$ cat src/rtl/instr_stream_encoder_pkg.sv
// Shared encoding constants, encoder op enum and FSM state type for the
// instruction stream encoder and its word packer.
package instr_stream_encoder_pkg;

    localparam logic [5:0] OPC_RTYPE = 6'h00;
    localparam logic [5:0] OPC_J     = 6'h02;
    localparam logic [5:0] OPC_BEQ   = 6'h04;
    localparam logic [5:0] OPC_BNE   = 6'h05;
    localparam logic [5:0] OPC_SLTI  = 6'h0A;
    localparam logic [5:0] OPC_ANDI  = 6'h0C;
    localparam logic [5:0] OPC_ORI   = 6'h0D;
    localparam logic [5:0] OPC_LUI   = 6'h0F;
    localparam logic [5:0] OPC_LW    = 6'h23;
    localparam logic [5:0] OPC_SW    = 6'h2B;

    localparam logic [5:0] FN_SLL  = 6'h00;
    localparam logic [5:0] FN_SRL  = 6'h02;
    localparam logic [5:0] FN_SRA  = 6'h03;
    localparam logic [5:0] FN_ADD  = 6'h20;
    localparam logic [5:0] FN_ADDU = 6'h21;
    localparam logic [5:0] FN_SUB  = 6'h22;
    localparam logic [5:0] FN_SUBU = 6'h23;
    localparam logic [5:0] FN_AND  = 6'h24;
    localparam logic [5:0] FN_OR   = 6'h25;
    localparam logic [5:0] FN_SLT  = 6'h2A;

    localparam int ENC_OP_NUM = 19;

    typedef enum logic [4:0] {
        ENC_ADD  = 5'd0,  ENC_SUB  = 5'd1,  ENC_ADDU = 5'd2,  ENC_SUBU = 5'd3,
        ENC_SLT  = 5'd4,  ENC_SLL  = 5'd5,  ENC_SRL  = 5'd6,  ENC_SRA  = 5'd7,
        ENC_AND  = 5'd8,  ENC_OR   = 5'd9,  ENC_ORI  = 5'd10, ENC_ANDI = 5'd11,
        ENC_SLTI = 5'd12, ENC_LUI  = 5'd13, ENC_LW   = 5'd14, ENC_SW   = 5'd15,
        ENC_BEQ  = 5'd16, ENC_BNE  = 5'd17, ENC_J    = 5'd18
    } enc_op_t;

    typedef enum logic [1:0] {
        ST_IDLE  = 2'd0,
        ST_LOAD  = 2'd1,
        ST_DRAIN = 2'd2,
        ST_DONE  = 2'd3
    } state_t;

    function automatic logic [31:0] r_word(input logic [4:0] rs, input logic [4:0] rt,
                                           input logic [4:0] rd, input logic [4:0] shamt,
                                           input logic [5:0] funct);
        return {OPC_RTYPE, rs, rt, rd, shamt, funct};
    endfunction

    function automatic logic [31:0] i_word(input logic [5:0] opc, input logic [4:0] rs,
                                           input logic [4:0] rt, input logic [15:0] imm);
        return {opc, rs, rt, imm};
    endfunction

endpackage

$ cat src/rtl/instr_stream_encoder_if.sv
// Request bus (valid/ready) plus instruction-memory write port of the encoder.
// A request transfers on a rising edge where in_valid and in_ready are both high.
interface instr_stream_encoder_if #(
    parameter int ADDR_W = 8
);
    logic              in_valid;
    logic              in_ready;
    logic [4:0]        in_op;
    logic [4:0]        in_rs;
    logic [4:0]        in_rt;
    logic [4:0]        in_rd;
    logic [4:0]        in_shamt;
    logic [15:0]       in_imm;
    logic [25:0]       in_target;
    logic              im_we;
    logic [ADDR_W-1:0] im_addr;
    logic [31:0]       im_wdata;

    modport master (
        output in_valid, in_op, in_rs, in_rt, in_rd, in_shamt, in_imm, in_target,
        input  in_ready, im_we, im_addr, im_wdata
    );

    modport slave (
        input  in_valid, in_op, in_rs, in_rt, in_rd, in_shamt, in_imm, in_target,
        output in_ready, im_we, im_addr, im_wdata
    );
endinterface

$ cat src/rtl/instr_word_pack.sv
// Combinational packer: encoder op plus fields to one 32-bit MIPS word.
// Fields that the chosen format does not use are forced to zero.
module instr_word_pack
    import instr_stream_encoder_pkg::*;
(
    input  logic [4:0]  op,
    input  logic [4:0]  rs,
    input  logic [4:0]  rt,
    input  logic [4:0]  rd,
    input  logic [4:0]  shamt,
    input  logic [15:0] imm,
    input  logic [25:0] target,
    output logic [31:0] word,
    output logic        illegal
);

    always_comb begin
        word    = '0;
        illegal = (32'(op) >= ENC_OP_NUM);
        case (op)
            ENC_ADD:  word = r_word(rs, rt, rd, 5'd0, FN_ADD);
            ENC_SUB:  word = r_word(rs, rt, rd, 5'd0, FN_SUB);
            ENC_ADDU: word = r_word(rs, rt, rd, 5'd0, FN_ADDU);
            ENC_SUBU: word = r_word(rs, rt, rd, 5'd0, FN_SUBU);
            ENC_SLT:  word = r_word(rs, rt, rd, 5'd0, FN_SLT);
            ENC_AND:  word = r_word(rs, rt, rd, 5'd0, FN_AND);
            ENC_OR:   word = r_word(rs, rt, rd, 5'd0, FN_OR);
            // shifts take their operand from rt, so rs is meaningless
            ENC_SLL:  word = r_word(5'd0, rt, rd, shamt, FN_SLL);
            ENC_SRL:  word = r_word(5'd0, rt, rd, shamt, FN_SRL);
            ENC_SRA:  word = r_word(5'd0, rt, rd, shamt, FN_SRA);
            ENC_ORI:  word = i_word(OPC_ORI, rs, rt, imm);
            ENC_ANDI: word = i_word(OPC_ANDI, rs, rt, imm);
            ENC_SLTI: word = i_word(OPC_SLTI, rs, rt, imm);
            ENC_LUI:  word = i_word(OPC_LUI, 5'd0, rt, imm);
            ENC_LW:   word = i_word(OPC_LW, rs, rt, imm);
            ENC_SW:   word = i_word(OPC_SW, rs, rt, imm);
            ENC_BEQ:  word = i_word(OPC_BEQ, rs, rt, imm);
            ENC_BNE:  word = i_word(OPC_BNE, rs, rt, imm);
            ENC_J:    word = {OPC_J, target};
            default:  word = '0;
        endcase
    end

endmodule

$ cat src/rtl/instr_stream_encoder.sv
// Encodes field-level requests, buffers them in a small FIFO and writes them
// to consecutive instruction-memory words starting at a latched base address.
module instr_stream_encoder
    import instr_stream_encoder_pkg::*;
#(
    parameter int DEPTH  = 4,
    parameter int ADDR_W = 8
) (
    input  logic                  clk,
    input  logic                  rstn,
    input  logic                  start,
    input  logic [ADDR_W-1:0]     base_addr,
    input  logic                  finish,
    instr_stream_encoder_if.slave bus,
    output logic [ADDR_W:0]       word_cnt,
    output logic                  done,
    output logic                  err_illegal,
    output logic                  err_wrap,
    output state_t                state
);

    localparam int PTR_W = $clog2(DEPTH);

    state_t            next_state;
    logic [31:0]       mem [DEPTH];
    logic [PTR_W-1:0]  wr_ptr;
    logic [PTR_W-1:0]  rd_ptr;
    logic [PTR_W:0]    count;
    logic              fifo_full;
    logic              fifo_empty;
    logic              ready;
    logic              hs;
    logic              push;
    logic              pop;
    logic              restart;
    logic [ADDR_W-1:0] addr_q;
    logic [31:0]       enc_word;
    logic              enc_illegal;

    instr_word_pack u_pack (
        .op      (bus.in_op),
        .rs      (bus.in_rs),
        .rt      (bus.in_rt),
        .rd      (bus.in_rd),
        .shamt   (bus.in_shamt),
        .imm     (bus.in_imm),
        .target  (bus.in_target),
        .word    (enc_word),
        .illegal (enc_illegal)
    );

    assign fifo_full    = (count == (PTR_W + 1)'(DEPTH));
    assign fifo_empty   = (count == '0);
    assign bus.in_ready = ready;
    assign hs           = bus.in_valid && ready;
    // illegal requests complete the handshake but never enter the FIFO
    assign push         = hs && !enc_illegal;

    always_ff @(posedge clk or negedge rstn) begin
        if (!rstn) state <= ST_IDLE;
        else       state <= next_state;
    end

    always_comb begin
        next_state = state;
        ready      = 1'b0;
        done       = 1'b0;
        restart    = 1'b0;
        pop        = 1'b0;
        case (state)
            ST_IDLE: begin
                if (start) begin
                    restart    = 1'b1;
                    next_state = ST_LOAD;
                end
            end
            ST_LOAD: begin
                ready = !fifo_full;
                pop   = !fifo_empty;
                if (finish) next_state = ST_DRAIN;
            end
            ST_DRAIN: begin
                pop = !fifo_empty;
                if (fifo_empty) next_state = ST_DONE;
            end
            ST_DONE: begin
                done = 1'b1;
                if (start) begin
                    restart    = 1'b1;
                    next_state = ST_LOAD;
                end
            end
            default: next_state = ST_IDLE;
        endcase
    end

    always_ff @(posedge clk) begin
        if (push) mem[wr_ptr] <= enc_word;
    end

    always_ff @(posedge clk or negedge rstn) begin
        if (!rstn) begin
            wr_ptr <= '0;
            rd_ptr <= '0;
            count  <= '0;
        end else begin
            if (push) wr_ptr <= wr_ptr + 1'b1;
            if (pop)  rd_ptr <= rd_ptr + 1'b1;
            count <= count + (PTR_W + 1)'(push) - (PTR_W + 1)'(pop);
        end
    end

    always_ff @(posedge clk or negedge rstn) begin
        if (!rstn) begin
            bus.im_we    <= 1'b0;
            bus.im_addr  <= '0;
            bus.im_wdata <= '0;
        end else begin
            bus.im_we <= pop;
            if (pop) begin
                bus.im_addr  <= addr_q;
                bus.im_wdata <= mem[rd_ptr];
            end
        end
    end

    always_ff @(posedge clk or negedge rstn) begin
        if (!rstn) begin
            addr_q      <= '0;
            word_cnt    <= '0;
            err_illegal <= 1'b0;
            err_wrap    <= 1'b0;
        end else if (restart) begin
            addr_q      <= base_addr;
            word_cnt    <= '0;
            err_illegal <= 1'b0;
            err_wrap    <= 1'b0;
        end else begin
            if (pop) begin
                addr_q <= addr_q + 1'b1;
                if (addr_q == '1)   err_wrap <= 1'b1;
                if (word_cnt != '1) word_cnt <= word_cnt + 1'b1;
            end
            if (hs && enc_illegal) err_illegal <= 1'b1;
        end
    end

endmodule

$ cat src/flat_wrapper.sv
// flat-port wrapper written by rule: the top's interface ports become plain ports
module instr_stream_encoder_flat import instr_stream_encoder_pkg::*;
#(
    parameter int DEPTH  = 4,
    parameter int ADDR_W = 8
)
  (clk, rstn, start, base_addr, finish, word_cnt, done, err_illegal, err_wrap, state, bus_in_valid, bus_in_op, bus_in_rs, bus_in_rt, bus_in_rd, bus_in_shamt, bus_in_imm, bus_in_target, bus_in_ready, bus_im_we, bus_im_addr, bus_im_wdata);
  instr_stream_encoder_if #(.ADDR_W(ADDR_W)) bus_i ();
  input  logic clk;
  input  logic rstn;
  input  logic start;
  input  logic [ADDR_W-1:0] base_addr;
  input  logic finish;
  output logic [ADDR_W:0] word_cnt;
  output logic done;
  output logic err_illegal;
  output logic err_wrap;
  output state_t state;
  input wire logic [$bits(bus_i.in_valid)-1:0] bus_in_valid;
  input wire logic [$bits(bus_i.in_op)-1:0] bus_in_op;
  input wire logic [$bits(bus_i.in_rs)-1:0] bus_in_rs;
  input wire logic [$bits(bus_i.in_rt)-1:0] bus_in_rt;
  input wire logic [$bits(bus_i.in_rd)-1:0] bus_in_rd;
  input wire logic [$bits(bus_i.in_shamt)-1:0] bus_in_shamt;
  input wire logic [$bits(bus_i.in_imm)-1:0] bus_in_imm;
  input wire logic [$bits(bus_i.in_target)-1:0] bus_in_target;
  output wire logic [$bits(bus_i.in_ready)-1:0] bus_in_ready;
  output wire logic [$bits(bus_i.im_we)-1:0] bus_im_we;
  output wire logic [$bits(bus_i.im_addr)-1:0] bus_im_addr;
  output wire logic [$bits(bus_i.im_wdata)-1:0] bus_im_wdata;
  assign bus_i.in_valid = bus_in_valid;
  assign bus_i.in_op = bus_in_op;
  assign bus_i.in_rs = bus_in_rs;
  assign bus_i.in_rt = bus_in_rt;
  assign bus_i.in_rd = bus_in_rd;
  assign bus_i.in_shamt = bus_in_shamt;
  assign bus_i.in_imm = bus_in_imm;
  assign bus_i.in_target = bus_in_target;
  assign bus_in_ready = bus_i.in_ready;
  assign bus_im_we = bus_i.im_we;
  assign bus_im_addr = bus_i.im_addr;
  assign bus_im_wdata = bus_i.im_wdata;
  instr_stream_encoder #(.DEPTH(DEPTH), .ADDR_W(ADDR_W)) u_core (.clk(clk), .rstn(rstn), .start(start), .base_addr(base_addr), .finish(finish), .bus(bus_i), .word_cnt(word_cnt), .done(done), .err_illegal(err_illegal), .err_wrap(err_wrap), .state(state));
endmodule
$ cat config.mk
export PLATFORM = sky130hd
export DESIGN_NAME = instr_stream_encoder_flat
export DESIGN_NICKNAME = d
export VERILOG_FILES = /design/src/rtl/instr_stream_encoder_pkg.sv /design/src/rtl/instr_stream_encoder_if.sv /design/src/rtl/instr_word_pack.sv /design/src/rtl/instr_stream_encoder.sv /design/src/flat_wrapper.sv
export SDC_FILE = /design/constraint.sdc
export NUM_CORES = 1
export LEC_CHECK = 0
export CAP_MARGIN = 10
export CORE_AREA = 3 3 143 131
export CTS_CLUSTER_SIZE = 8
export DETAILED_ROUTE_END_ITERATION = 10
export DIE_AREA = 0 0 146 134
export PLACE_DENSITY = 0.75
export SLEW_MARGIN = 20
export SYNTH_ARGS = -nofsm -noshare
export SYNTH_HDL_FRONTEND = slang
export SYNTH_SLANG_ARGS = --single-unit
export TNS_END_PERCENT = 100
$ cat constraint.sdc
create_clock -name clk -period 2.7 [get_ports clk]
set_input_delay 0.54 -clock clk [delete_from_list [all_inputs] [get_ports clk]]
set_output_delay 0.54 -clock clk [all_outputs]
set_load 0.01 [all_outputs]
==> impl_results.md, run 1 <==
- Run status: finished clean
- Worst path required time: 2.16 ns
- Slew margin rel.: 0.3902
- Die area: approximately 20000 um^2
- HPWL after detailed placement: ~13 mm
- Syn Nets: approximately 700
- Crit end category: primary output
- Critical R2R Launch: u_core.count[0]
- Setup-failing EPs final: 0
- Slew @ Worst Pin: a little over 0.9 ns
- Initial Utilization: 0.4761
- Antenna violations before repair: 0
- First-pass GRT wire length: ~30 mm
- Min Tclk post-route: between 2 and 3 ns
- Critical path's slowest cell: clkdlybuf4s50_1
- Post-Synth Adder-Cell Area: 0.02049
- Max Clock Skew: 0.01232 ns
- Layout area overhead: 28.10%
- Pins over their slew limit: 0
- Yosys reg bits: ~190
- Largest area contributor in the synthesized netlist: edfxtp_1
- Later-pin clock latency in the skew report: 0.43 ns
- Max-Cap Viols: 0
- Flop-to-flop setup slack: roughly 0.26 ns
- Mux contribution to synthesized area: 0.08906
- Root buf cell: clkbuf_16
- Total number of vias: ~5500
- Clock Power Share: 0.231
- Simple-gate share of the synthesized area: 0.1243
- Die H: approximately 130 um
- Compound-gate portion of the synthesized area: 0.06555
- Die Span X: between 100 and 150 um
- H-tree levels: 4
- Gate count of the mapped netlist: between 600 and 700
- Async set-reset flop share out of synthesis: 0.3542
- RD Place Congestion: 0.8543
- Row count: between 40 and 50
- DRT antenna net count: 0
- Synth top area share: 0.4485
- Leakage: 4.109 nW
- Pre-Repair DR Iteration Count: 6
- Min-delay worst type: input port to async pin
- Layout cells sized above 1: 0.1355
- Nets@finish: roughly 860
- CTS Buffer Depth: 2
- Synth Area in XOR/XNOR: 0.01688
- CP startpoint kind: flop
- Unique masters post-synth: 60
- CTS Buf Count: 17
- Seq/Total Area, Yosys: 0.6534
- R2R Path End: u_core.count[2]
- Starting DRT DRC Count: between 400 and 500
- Ports: approximately 140
- Final instance area: approximately 11000 um^2
- Crit Path Max Fanout: 4
- Hold WS: between 0.2 and 0.25 ns
- Number of remaining DRC errors: 0
- Port Buf Inserts: ~130
- Area of the mapped netlist: between 8000 and 9000 um^2
- Switching power of the nets: between 3 and 4 mW
- Avg Inst Size Synth: about 14 um^2
- Combinational power share: 0.377
- Peak supply drop: ~0.00056 V
- Clk pin slew, worst setup/hold paths: roughly 0.070 ns
- Seq pwr share: 0.392
- Switching Share: 0.3365
- Crit. Startpoint: u_core.state[1]
- RSZ-0062 raised after global routing: no
- Post-synth EDFFs: 124
- Commonest non-fill, non-tap cell in the layout: nand2_1
- Vias in the first global route: roughly 5700
- Fin util: 0.6099
- Hold buffers post-CTS: 0
- Most frequent cells in the layout: nand2_1, clkdlybuf4s50_1, edfxtp_1
- Setup_tns: 0 ns
- Via density per instance: approximately 5.4
- TritonCTS clock tree: built
- Dpl cell area: ~10000 um^2
- Synth area leaders: edfxtp_1, dfrtp_1, mux4_2
- Final Hold Viols: 0
- GRT Util Overall: 0.1960
- Final Cycle Share: 0.9641
- Routed len/inst: 18.26 um
- Internal: slightly above 7 mW
- N_diodes: 0
- Worst R2R Path Depth: 10
- CP Cell Sequence: inv_1 > ha_1 > a21boi_2 > buf_4 > clkdlybuf4s50_1
- Pwr per Cell Area: 1009 nW/um^2
- YS warnings: 0
- Worst Setup Path Type: flop to primary output
- Setup Buffers After CTS: 0
- Total grt overflow: 0
- # clock sinks: roughly 190
- Top_reg_cell synth: edfxtp_1
- Crit path DAT: ~2.1 ns
- Largest family of logic cells by synthesized area: simple AND/OR/NAND/NOR gates
- CP max stage delay: between 0.5 and 0.6 ns
- FMAX: approximately 0.38 GHz
- Final WL: around 19 mm
- Core area: roughly 17000 um^2
- Largest net degree at the start of global routing: 69
==> flip-flops by register name, indices dropped and copies added, names as in the netlist, 3 cells and up <==
name                 cells
u_core.addr_q            8
u_core.mem             124
u_core.bus.im_addr       8
u_core.word_cnt          9
u_core.count             3
u_core.bus.im_wdata     31
==> kinds of logic after synthesis <==
logic type      Yosys count
simple gates            231
fa+ha+maj                13
xor+xnor                 16
other cells               1
compound gates           73
flops                   192
mux                      35
buf+inv                  49
==> layer usage <==
metal	global-route usage	vias to the layer above	share of wire	wire, um
li1	-	2524	-	-
met1	0.2659	2713	0.43	8000
met2	0.3183	218	0.48	8899
met3	0.04493	26	0.071	1319
met4	0.06479	0	0.017	316
met5	0	-	0	0
==> worst max-delay path: cells and delay by family, from the launching register on <==
family	cells	cell delay, ns
AO/OA/AOI/OAI	1	0.21
adder cells (fa/ha/maj)	1	0.20
buffers and inverters	3	0.79
flip-flops	1	0.43
==> stage by stage <==
step | worst slack [ns] | std cells | power (mW)
global placement | 0.04871 | 983 | 8.226
CTS | 0.05214 | 1015 | 10.88
finish | 0.09699 | 1015 | 10.74
detailed placement | -0.01128 | 983 | 8.379
global route | 0.01321 | 1015 | 11.44
floorplan | 0.07650 | 610 | 6.699
==> power by group through the flow <==
stage          Clock, mW  Combinational (mW)  Sequential [mW]
5_1_grt             2.67                4.49             4.29
3_3_place_gp           0                3.99             4.24
3_5_place_dp           0                4.11             4.27
6_report            2.48                4.04             4.21
4_1_cts             2.53                4.14             4.22
2_1_floorplan          0                2.41             4.29
==> synthesized netlist by cell type, types with 7 or more instances <==
library cell	number
dfrtp_1	68
o21ai_0	13
ha_1	12
inv_1	14
nor3_1	11
a21oi_1	9
nand2_1	151
buf_2	18
nor2b_1	10
xnor2_1	13
nor2_1	22
edfxtp_1	124
a31oi_1	7
mux4_2	31
==> area by class of cell <==
class / count / area, um^2
repair buffers: 167 / 1624
clock inverters: 11 / 132.6
fillers: 1380 / 6803
multi-input cells: 369 / 2636
clock buffers: 21 / 460.4
flip-flops and latches: 192 / 5426
well taps: 240 / 300.3
inverters: 15 / 56.30
==> what timing repair did <==
item,4_1_cts,5_1_grt
endpoints found under the setup margin,1,0
resized for setup,2,0
hold endpoints to repair,0,0
==> worst max path at each step <==
stage | end | cells after the start | slack [ns]
CTS | bus_in_ready | 5 | 0.05
finish | bus_in_ready | 5 | 0.1
global route | bus_in_ready | 5 | 0.01
global placement | u_core.mem[3][6] | 5 | 0.05
detailed placement | u_core.mem[2][10] | 5 | -0.01
floorplan | u_core.count[2] | 13 | 0.08
Power figures use the tool's default switching activity.
==> run 2: changes to the inputs <==
--- a/config.mk
+++ b/config.mk
@@ -5,12 +5,14 @@
 export SDC_FILE = /design/constraint.sdc
 export NUM_CORES = 1
 export LEC_CHECK = 0
+export ABC_AREA = 1
 export CAP_MARGIN = 10
-export CORE_AREA = 3 3 143 131
+export CORE_AREA = 3 3 145 133
 export CTS_CLUSTER_SIZE = 8
 export DETAILED_ROUTE_END_ITERATION = 10
-export DIE_AREA = 0 0 146 134
-export PLACE_DENSITY = 0.75
+export DIE_AREA = 0 0 148 136
+export PLACE_DENSITY = 0.76
+export REMOVE_ABC_BUFFERS = 1
 export SLEW_MARGIN = 20
 export SYNTH_ARGS = -nofsm -noshare
 export SYNTH_HDL_FRONTEND = slang
==> impl_results.md, run 2 <==
- Slew @ Worst Pin: 1.003 ns (+0.08813 ns)
- CP Cell Sequence: inv_1 > ha_1 > inv_1 > a31oi_2 > clkdlybuf4s50_1
- CTS Buffer Depth: 2 (unchanged)
- Avg Inst Size Synth: 9.800 um^2 (-28%)
- Max reg flops: 124 (unchanged)
- Min-delay worst type: input port to async pin
- Routed len/inst: 16.67 um (-8.7%)
- Later-pin clock latency in the skew report: 0.43 ns (about the same)
- Worst Setup Path Type: flop to primary output
- CTS Buf Count: 17 (unchanged)
- Initial Utilization: 0.4909 (+0.01479)
- Met1 Usage GRT: 0.2849 (+0.01907)
- GR Layer Usage met3: 0.04267 (-0.002266)
- Synth area leaders: edfxtp_1, dfrtp_1, nor2_1
- Final instance area: 11070 um^2 (+4.1%)
- Pwr per Cell Area: 1027 nW/um^2 (+1.7%)
- Max Clock Skew: 0.007867 ns (-0.004451 ns)
- GRT Util Overall: 0.2131 (+0.01712)
- Most frequent cells in the layout: nor2_1, nand2_1, clkdlybuf4s50_1
- Crit end category: primary output
- Nets@finish: 1122 (+31%)
- Total grt overflow: 0 (unchanged)
- Critical Path Stages: 5 (unchanged)
- Starting DRT DRC Count: 493 (-0.40%)
- Largest regs: u_core.mem: 124 flops, u_core.bus.im_wdata: 31 flops, u_core.word_cnt: 9 flops
- Crit Path Max Fanout: 4 (unchanged)
- Gate count of the mapped netlist: 888 (+46%)
- RD Place Congestion: 0.8459 (-0.98%)
- TritonCTS clock tree: built
- Layout area overhead: 27.22%
- Critical path's slowest cell: clkdlybuf4s50_1
- Die H: 136 um (+1.5%)
- Worst path bufs/invs: 3 (unchanged)
- Commonest non-fill, non-tap cell in the layout: nor2_1
- Peak supply drop: 0.0006391 V (+15%)
- Largest area contributor in the synthesized netlist: edfxtp_1
- Simple-gate share of the synthesized area: 0.2150 (+0.09063)
- Setup Buffers After CTS: 0 (unchanged)
- Clk pin slew, worst setup/hold paths: 0.07 ns (about the same)
- Total number of vias: 6808 (+24%)
- Post-synth EDFFs: 124 (unchanged)
- Dpl cell area: 10460 um^2 (+4.2%)
- Core area: 17730 um^2 (+1.7%)
- Mux contribution to synthesized area: 0 (-0.08906)
- Largest net degree at the start of global routing: 71 (+2.9%)
- Busiest grt layer: met2
- H-tree levels: 4 (unchanged)
- FMAX: 0.3917 GHz (+2.0%)
- Synth Area in XOR/XNOR: 0.007045 (-0.009832)
- YS warnings: 0 (unchanged)
- Final Cycle Share: 0.9456 (-0.01853)
- Synth top area share: 0.4279 (-0.02057)
- Row count: 46 (unchanged)
- Largest family of logic cells by synthesized area: simple AND/OR/NAND/NOR gates
- R2R Path End: u_core.count[2]
- Root buf cell: clkbuf_16
- Leakage: 4.539 nW (+10%)
- Most common cell on crit path: inv_1
- Seq/Total Area, Yosys: 0.6234 (-0.02997)
- Setup-failing EPs final: 0 (unchanged)
- # clock sinks: 192 (unchanged)
- Unique masters post-synth: 35 (-42%)
- Post-Synth Adder-Cell Area: 0.01955 (-0.0009400)
- Min Tclk post-route: 2.553 ns (-0.05002 ns)
- Final WL: 21.37 mm (+15%)
- First-pass GRT wire length: 33.85 mm (+13%)
- Pre-Repair DR Iteration Count: 5 (-1)
- # fillers: 1445 (+4.7%)
- Crit path DAT: 2.01 ns (-0.05 ns)
- Critical R2R Launch: u_core.state[0]
- Port Buf Inserts: 134 (unchanged)
- Antenna violations before repair: 0 (unchanged)
- CP max stage delay: 0.60 ns (+0.07 ns)
- Async set-reset flop share out of synthesis: 0.3542 (unchanged)
- Fin util: 0.6245 (+0.01459)
- Worst R2R Path Depth: 12 (+2)
- Pins over their slew limit: 0 (unchanged)
- Area of the mapped netlist: 8702 um^2 (+4.8%)
- DRT antenna net count: 0 (unchanged)
- Number of remaining DRC errors: 0 (unchanged)
- Crit. Startpoint: u_core.state[1]
- Critical Path Sink: bus_in_ready
- Final Hold Viols: 0 (unchanged)
- Max-Cap Viols: 0 (unchanged)
- Top_reg_cell synth: edfxtp_1
- Run status: finished clean
- Vias in the first global route: 6699 (+18%)
- HPWL after detailed placement: 13.68 mm (+5.4%)
- Flop-to-flop setup slack: 0.43 ns (+0.17 ns)
- GR Util met2: 0.3619 (+0.04364)
- Largest Register: u_core.mem
- Via density per instance: 5.310 (-1.7%)
- Slew margin rel.: 0.3305 (-0.05972)
- Yosys reg bits: 192 (unchanged)
- CP startpoint kind: flop
- Post-synth top cells: nor2_1, nand2_1, edfxtp_1
- Ports: 136 (unchanged)
- Worst path required time: 2.16 ns (about the same)
- Die area: 20130 um^2 (+2.9%)
- Compound-gate portion of the synthesized area: 0.08469 (+0.01914)
- Layout cells sized above 1: 0.09501 (-0.04047)
- Total power: 11.36 mW (+5.9%)
- Crit path max-delay family: buffers and inverters
- N_diodes: 0 (unchanged)
- RSZ-0062 raised after global routing: no
- Die Span X: 148 um (+1.4%)
- Count leader, synth: nor2_1
run 2: repair_timing:
| item | 4_1_cts | 5_1_grt |
|---|---|---|
| hold buffers | 0 | 0 |
| endpoints found under the setup margin | 1 | 0 |
| hold endpoints to repair | 0 | 0 |
| resized for setup | 1 | 0 |
run 2: cells by family after synthesis:
| group | after synthesis |
|---|---|
| buffers and inverters | 104 |
| other | 1 |
| flip-flops | 192 |
| adder cells (fa/ha/maj) | 13 |
| AO/OA/AOI/OAI | 136 |
| AND/OR/NAND/NOR | 435 |
| XOR/XNOR | 7 |
run 2: cell type report:
| type | count | area [um^2] | share of cell area |
|---|---|---|---|
| Sequential cell | 192 | 5426 | 0.4902 |
| Multi-Input combinational cell | 592 | 2879 | 0.2601 |
| Clock inverter | 6 | 38.79 | 0.003504 |
| Tap cell | 240 | 300.3 | 0.02712 |
| Clock buffer | 26 | 565.5 | 0.05109 |
| Timing Repair Buffer | 161 | 1617 | 0.1460 |
| Inverter | 65 | 244.0 | 0.02204 |
run 2: where the power goes:
group          leakage (nW)  internal, mW  switching (mW)  total (mW)
Combinational          2.29          1.85            2.81        4.66
Clock                 0.306          1.46            1.06        2.51
Sequential             1.94          3.81           0.380        4.19
Total                  4.54          7.12            4.25        11.4
run 2: worst min path at each step:
stage | endpoint
global placement | u_core.bus.im_addr[3]
global route | u_core.bus.im_addr[2]
detailed placement | u_core.bus.im_addr[2]
floorplan | u_core.addr_q[0]
finish | u_core.addr_q[2]
CTS | u_core.bus.im_addr[2]
run 2: per-layer routing:
metal / vias up / part of all wire
li1: 3259 / -
met1: 3240 / 0.43
met2: 282 / 0.49
met3: 27 / 0.071
met4: 0 / 0.014
met5: - / 0
run 2: worst reg2reg max path: stages, from the launching register on:
cell and delay (ns):
dfrtp_1 0.40, inv_1 0.08, ha_1 0.30, inv_1 0.06, nand2_1 0.09, inv_2 0.04, ha_1 0.28, inv_1 0.05
ha_1 0.13, inv_1 0.05, fa_1 0.40, xnor2_1 0.17, xor2_1 0.16
run 2: per-stage QoR:
stage	instances	hold WS, ns	setup TNS, ns	setup WS [ns]
floorplan	849	0.2444	-39.58	-0.4555
global placement	1250	0.4649	0	0.1380
detailed placement	1250	0.4686	0	0.09626
CTS	1282	0.2835	0	0.1048
global route	1282	0.3121	0	0.04938
finish	1282	0.2372	0	0.1470
